[src/rtl/spart_baud_gen.sv]
// Baud-rate generator: programmable divisor producing rxenable oversample ticks and txenable bit ticks.
// Optional BRG_RESTART_ON_LOAD_EN: a high-byte divisor write restarts the counters immediately.
module spart_baud_gen #(
  parameter logic [15:0] DEFAULT_DIV = 16'd325,
  parameter int unsigned OVERSAMPLE  = 16
) (
  input  logic       clk,
  input  logic       rst,
  input  logic       iocs,
  input  logic       iorw,
  input  logic [1:0] ioaddr,
  input  logic [7:0] databus,
  output logic       rxenable,
  output logic       txenable
);

  localparam int unsigned DIV_W = 16;
  localparam int unsigned OS_W  = $clog2(OVERSAMPLE);

  logic [DIV_W-1:0] div_q, div_d;
  logic [DIV_W-1:0] cnt_q, cnt_d;
  logic [OS_W-1:0]  os_cnt_q, os_cnt_d;
  logic             rx_q, rx_d;
  logic             tx_q, tx_d;
  logic             wr_lo, wr_hi, tick, os_wrap;

  // Next-state: divisor writes, terminal-count reload, oversample tick counting
  always_comb begin
    wr_lo    = iocs && !iorw && (ioaddr == 2'b10);
    wr_hi    = iocs && !iorw && (ioaddr == 2'b11);
    tick     = (cnt_q == '0);
    os_wrap  = (os_cnt_q == OS_W'(OVERSAMPLE - 1));

    div_d    = div_q;
    cnt_d    = cnt_q - DIV_W'(1);
    os_cnt_d = os_cnt_q;
    rx_d     = 1'b0;
    tx_d     = 1'b0;

    if (wr_lo) div_d[7:0]  = databus;
    if (wr_hi) div_d[15:8] = databus;

    // Reload uses the divisor held before this edge, so a rewrite lands on the next terminal count
    if (tick) begin
      cnt_d    = div_q;
      rx_d     = 1'b1;
      os_cnt_d = os_cnt_q + OS_W'(1);
      tx_d     = os_wrap;
    end

`ifdef BRG_RESTART_ON_LOAD_EN
    if (wr_hi) begin
      cnt_d    = {databus, div_q[7:0]};
      os_cnt_d = '0;
      rx_d     = 1'b0;
      tx_d     = 1'b0;
    end
`endif
  end

  always_ff @(posedge clk or posedge rst) begin
    if (rst) begin
      div_q    <= DEFAULT_DIV;
      cnt_q    <= DEFAULT_DIV;
      os_cnt_q <= '0;
      rx_q     <= 1'b0;
      tx_q     <= 1'b0;
    end else begin
      div_q    <= div_d;
      cnt_q    <= cnt_d;
      os_cnt_q <= os_cnt_d;
      rx_q     <= rx_d;
      tx_q     <= tx_d;
    end
  end

  assign rxenable = rx_q;
  assign txenable = tx_q;

endmodule
[config.mk]
export PLATFORM = sky130hd
export DESIGN_NAME = spart_baud_gen
export DESIGN_NICKNAME = d
export VERILOG_FILES = /design/src/rtl/spart_baud_gen.sv
export SDC_FILE = /design/constraint.sdc
export NUM_CORES = 1
export LEC_CHECK = 0
export ABC_AREA = 1
export CAP_MARGIN = 20
export CORE_AREA = 5 5 54 92
export DETAILED_ROUTE_END_ITERATION = 8
export DIE_AREA = 0 0 59 97
export PLACE_DENSITY = 0.66
export SLEW_MARGIN = 20
export SYNTH_ARGS = -nofsm -noshare
export SYNTH_HDL_FRONTEND = slang
export SYNTH_SLANG_ARGS = --single-unit
export TNS_END_PERCENT = 1
[constraint.sdc]
create_clock -name clk -period 1.55 [get_ports clk]
set_input_delay 0.31 -clock clk [delete_from_list [all_inputs] [get_ports clk]]
set_output_delay 0.31 -clock clk [all_outputs]
set_load 0.005 [all_outputs]
# Word-level counts from Yosys, hierarchy flattened
# Cells that the tools add are included.
[totals]
register_bits = 38
inputBits = 14
out_inout_bits = 2
word_cells = 19
[classes]
add_sub_neg = 2
n_eq_ne = 3
n_mux = 3
n_reduce_logical = 5
[op_table]
columns = ["cell", "n"]
rows = [
  ["16-bit logical NOT", 1],
  ["16-bit 2-to-1 mux", 1],
  ["16-bit by 1-bit subtractor with 16-bit output, second input constant", 1],
  ["4-bit by 1-bit adder with 4-bit output, second input constant", 1],
  ["2-bit equality test, second input constant", 2],
  ["4-bit equality test, second input constant", 1],
  ["1-bit logical AND", 3],
  ["1-bit 2-to-1 mux", 2],
  ["1-bit logical NOT", 1],
]

# Depth between registers and ports, before layout
# Gate-level depths: netlist of the first run.
[logic_depth]
depth_word = 3
depth_mapped = 9

# Worst setup path after synthesis of the first run
# OpenSTA, ideal clock, no wires.
[synth_path]
kind = "flip-flop to flip-flop"
from = "register cnt_q[0]"
to = "register cnt_q[11]"
setup_time_ps = 117
t_arrival_ps = 1276
setup_slack_ps = 157
path_stages_with_launch = 10
n_path_buf = 1
period_less_slack_ps = 1393
cell_sequence = "dfstp_2 -> inv_1 -> ha_1 -> nand2_1 -> nor2_2 -> nand2_4 -> inv_6 -> buf_8 -> nand2_1 -> nand2_1"
[synth_via]
elab_chain_len = 2
elab_cells_between_ends = 3
[synth_lines]
columns = ["element", "line_no", "source"]
rows = [
  ["start: declaration", "21", "logic [DIV_W-1:0] cnt_q, cnt_d;"],
  ["start signal: assignment", "70", "cnt_q <= cnt_d;"],
  ["16-bit by 1-bit subtractor with 16-bit output or 16-bit logical NOT (tied branches)", "35, 31", ""],
  ["16-bit 2-to-1 mux (*)", "44", "if (tick) begin"],
  ["net cnt_d[11]", "21", ""],
]
# Mark *: on every way through the listed nets, which the timed path passes. The rest lies on a longest branch.
# A chain may end at the register's enable or synchronous reset.

# Worst setup path in the final report of the first run
[layout_path]
from = "register rx_q, in the netlist rxenable"
to = "output port rxenable"
[layout_rtl]
columns = ["element", "line_no", "source"]
rows = [
  ["start: declaration", "23", "logic rx_q, rx_d;"],
  ["start signal: assignment", "72", "rx_q <= rx_d;"],
  ["end: declaration", "13", "output logic rxenable,"],
]
# No word-level cell between the ends.

==> impl_metrics.yaml, run 1 <==
logic_synthesis:
  synth_cell_types: 20
  yosysWarnings: 0
  yosysSeqAreaShare: 0.507
  synthArstFlopShare: 1.00
  synth_top_area_frac: 0.396
  avgSynthCellArea_sq_um: 7.83
  synth_seq_cells: 38
  syn-instance-count: 242
  synth_edf_count: 0
  yosysTopAreaCell: "dfrtp_1"
  synth_common_cells: "94 x nand2_1, 30 x dfrtp_1, 26 x inv_1, 21 x o21ai_0, 20 x nor2_1"
  ys.flop_type: "dfrtp_1"
  syn_nets: 259
  synthTopCellsByArea: "dfrtp_1 40%, nand2_1 19%, dfstp_2 11%, o21ai_0 5.5%, inv_1 5.2%"
  netlist_area_sq_um: 1890
  synth.most_common_cell: "nand2_1"
pwr:
  power_w: 0.00344
  peakVddDrop_v: 0.00121
  p_leak_nw: 1.14
  powerDensity_nw_per_um2: 1510
finish:
  syn_to_final_growth_pct: 20.3
  final_net_count: 283
  regArea_sq_um: 961
  final_core_util: 0.554
  multi_input_area_sq_um: 806
  drive_gt1_frac: 0.120
  fill_cells: 415
  post-route-cell-area_sq_um: 2280
  antenna_cells: 0
clock_network:
  cts_buffers: 5
  cts_tree: "yes"
  cts_root_buf: "clkbuf_8"
  h-tree-depth: 2
  cts.sinks: 38
  clk_latency_ns: 0.28
  cts.clk_slew.worst_paths_ns: 0.07
  cts.path.max_buffers: 2
  holdBufCountCts: 0
timing:
  grt_setup_unrepaired: "false"
  fin_crit_sh: 0.917
  hold_viol: 0
  drv_slew: 0
  fin_crit_ns: 1.42
  skew_ns: 0.00540
  fmax_mhz: 704
  slew-limit-headroom: 0.863
  tns_ns: 0
  max_slew.worst_pin.slew_ns: 0.205
  setup_viol: 0
routing:
  drc: 0
  finalWirelength_um: 3770
  post_drt_wl_per_cell_um: 11.9
  drtIter0Drc: 28
  viasPerCell: 4.76
  vias: 1503
  dr.pass1.iters: 4
  postRouteAntennaNets: 0
placed_design:
  globalplace.congestion: 0.834
  hpwl_um: 2910
  dpl_cell_area_sq_um: 2140
  io_buffers: 15
critical_path:
  path_class: "flop to output port"
  crit_path_cell_trace: "clkdlybuf4s50_1"
  cp_max_fo: 1
  path_buf_inv: 1
  required_ns: 1.24
  endpoint_kind: "output port"
  r2r_setup_slack_ns: 0.13
  reg2reg_depth: 8
  path_delay_family: "buffers and inverters"
  startpoint_type: "flop"
  cp_data_arrival_time_ns: 1.11
  crit_path_max_incr_delay_ns: 0.50
  crit_path_top_delay_cell: "clkdlybuf4s50_1"
  r2r_start: "cnt_q[0]"
  r2r_end: "cnt_q[11]"
global_routing:
  grt_pass1_vias: 1515
  grt_max_degree: 39
  grt_antenna_before_repair: 0
  grt_use_total: 0.150
  grt_pass1_wl_um: 6640
  grt_remaining_overflow: 0
die:
  dieArea_sq_um: 5720
  boundaryPins: 16
  die_y_um: 97
  start_util: 0.461
  fp.dieW_um: 59
  rows: 31
  core-area_sq_um: 4110
outcome:
  status: "complete, no violations"
run:
  drv_cap: 0
worst_hold_path:
  min_path_type: "primary input to async pin"
-- routing by layer --
layer,track usage,vias up,routed length [um]
li1,-,787,-
met1,0.163,683,1480
met2,0.273,28,2110
met3,0.0200,5,98
met4,0.0663,0,73
met5,0,-,0
-- how the worst max path moves through the flow --
stage                        start  slack [ns]          end  cells after the start
after floorplan           cnt_q[0]        0.16    cnt_q[11]                      9
after global placement    cnt_q[0]         0.1    cnt_q[11]                      8
after detailed placement  cnt_q[0]        0.08    cnt_q[10]                      8
after CTS                 cnt_q[0]        0.06     cnt_q[0]                      7
after global routing      cnt_q[0]       0.001  os_cnt_q[3]                      8
final                     rxenable        0.13     rxenable                      1
-- registers in the layout (all words and copies together), names as in the netlist --
signal    flops
cnt_q        16
os_cnt_q      4
txenable      1
div_q        16
rxenable      1
-- final cells by class --
cell class,instances,area share
repair buffers,21,0.102
clock inverters,3,0.0176
inverters,28,0.0483
multi-input cells,172,0.353
well taps,49,0.0269
clock buffers,5,0.0302
flip-flops and latches,38,0.422
-- cell usage in the layout, fill, tap and decap left out --
cell type	n
nand4_1	1
inv_1	25
nor3_1	1
inv_6	1
bufinv_16	1
o21ai_0	20
nand2_1	94
clkinv_2	2
o21ai_1	1
xor2_1	5
inv_2	2
buf_12	3
nand2_4	1
buf_4	3
nor2_2	4
nand3_1	14
dfrtp_1	30
xnor2_1	5
nor2_1	20
dfstp_2	8
clkdlybuf4s50_1	15
ha_1	3
clkbuf_8	5
nor2_4	2
nand3b_1	1
-- stage by stage --
step           setup slack, ns  hold slack (ns)  std cells
2_1_floorplan            0.157            0.437        242
3_3_place_gp            0.0987            0.456        307
3_5_place_dp            0.0798            0.460        307
4_1_cts                 0.0646            0.373        315
5_1_grt                0.00114            0.378        316
6_report                 0.129            0.358        316
-- logic make-up (layout without fill, tap and decap cells) --
logic type | after synthesis | count (layout) | synth area share
AOI/OAI and AO/OA | 21 | 21 | 0.0555
xor gates and xnor gates | 10 | 10 | 0.0462
and+or+nand+nor | 138 | 138 | 0.299
adders and majority gates | 3 | 3 | 0.0198
buffers and inverters | 32 | 57 | 0.0726
DFF | 38 | 38 | 0.507
-- where the power goes --
| part | total, W | internal [W] | switching, W |
|---|---|---|---|
| Clock | 0.000803 | 0.000473 | 0.000330 |
| Combinational | 0.00103 | 0.000418 | 0.000613 |
| Sequential | 0.00160 | 0.00134 | 0.000260 |
| Total | 0.00344 | 0.00223 | 0.00120 |
-- timing repair --
action	4_1_cts	5_1_grt
buffers inserted	0	1
setup endpoints to repair	0	16
resized for setup	0	4
Note: power is estimated with default switching activity, not from simulation.
==> run 2: changes to the inputs <==
--- a/config.mk
+++ b/config.mk
@@ -15,4 +15,3 @@
 export SYNTH_ARGS = -nofsm -noshare
 export SYNTH_HDL_FRONTEND = slang
 export SYNTH_SLANG_ARGS = --single-unit
-export TNS_END_PERCENT = 1
==> results of run 2 <==
Final layout, timing and power as in run 1 (identical DEF).
==> run 3: changes to the inputs <==
--- a/config.mk
+++ b/config.mk
@@ -6,7 +6,6 @@
 export NUM_CORES = 1
 export LEC_CHECK = 0
 export ABC_AREA = 1
-export CAP_MARGIN = 20
 export CORE_AREA = 5 5 54 92
 export DETAILED_ROUTE_END_ITERATION = 8
 export DIE_AREA = 0 0 59 97
==> results of run 3 <==
Final layout, timing and power as in run 1 (identical DEF).
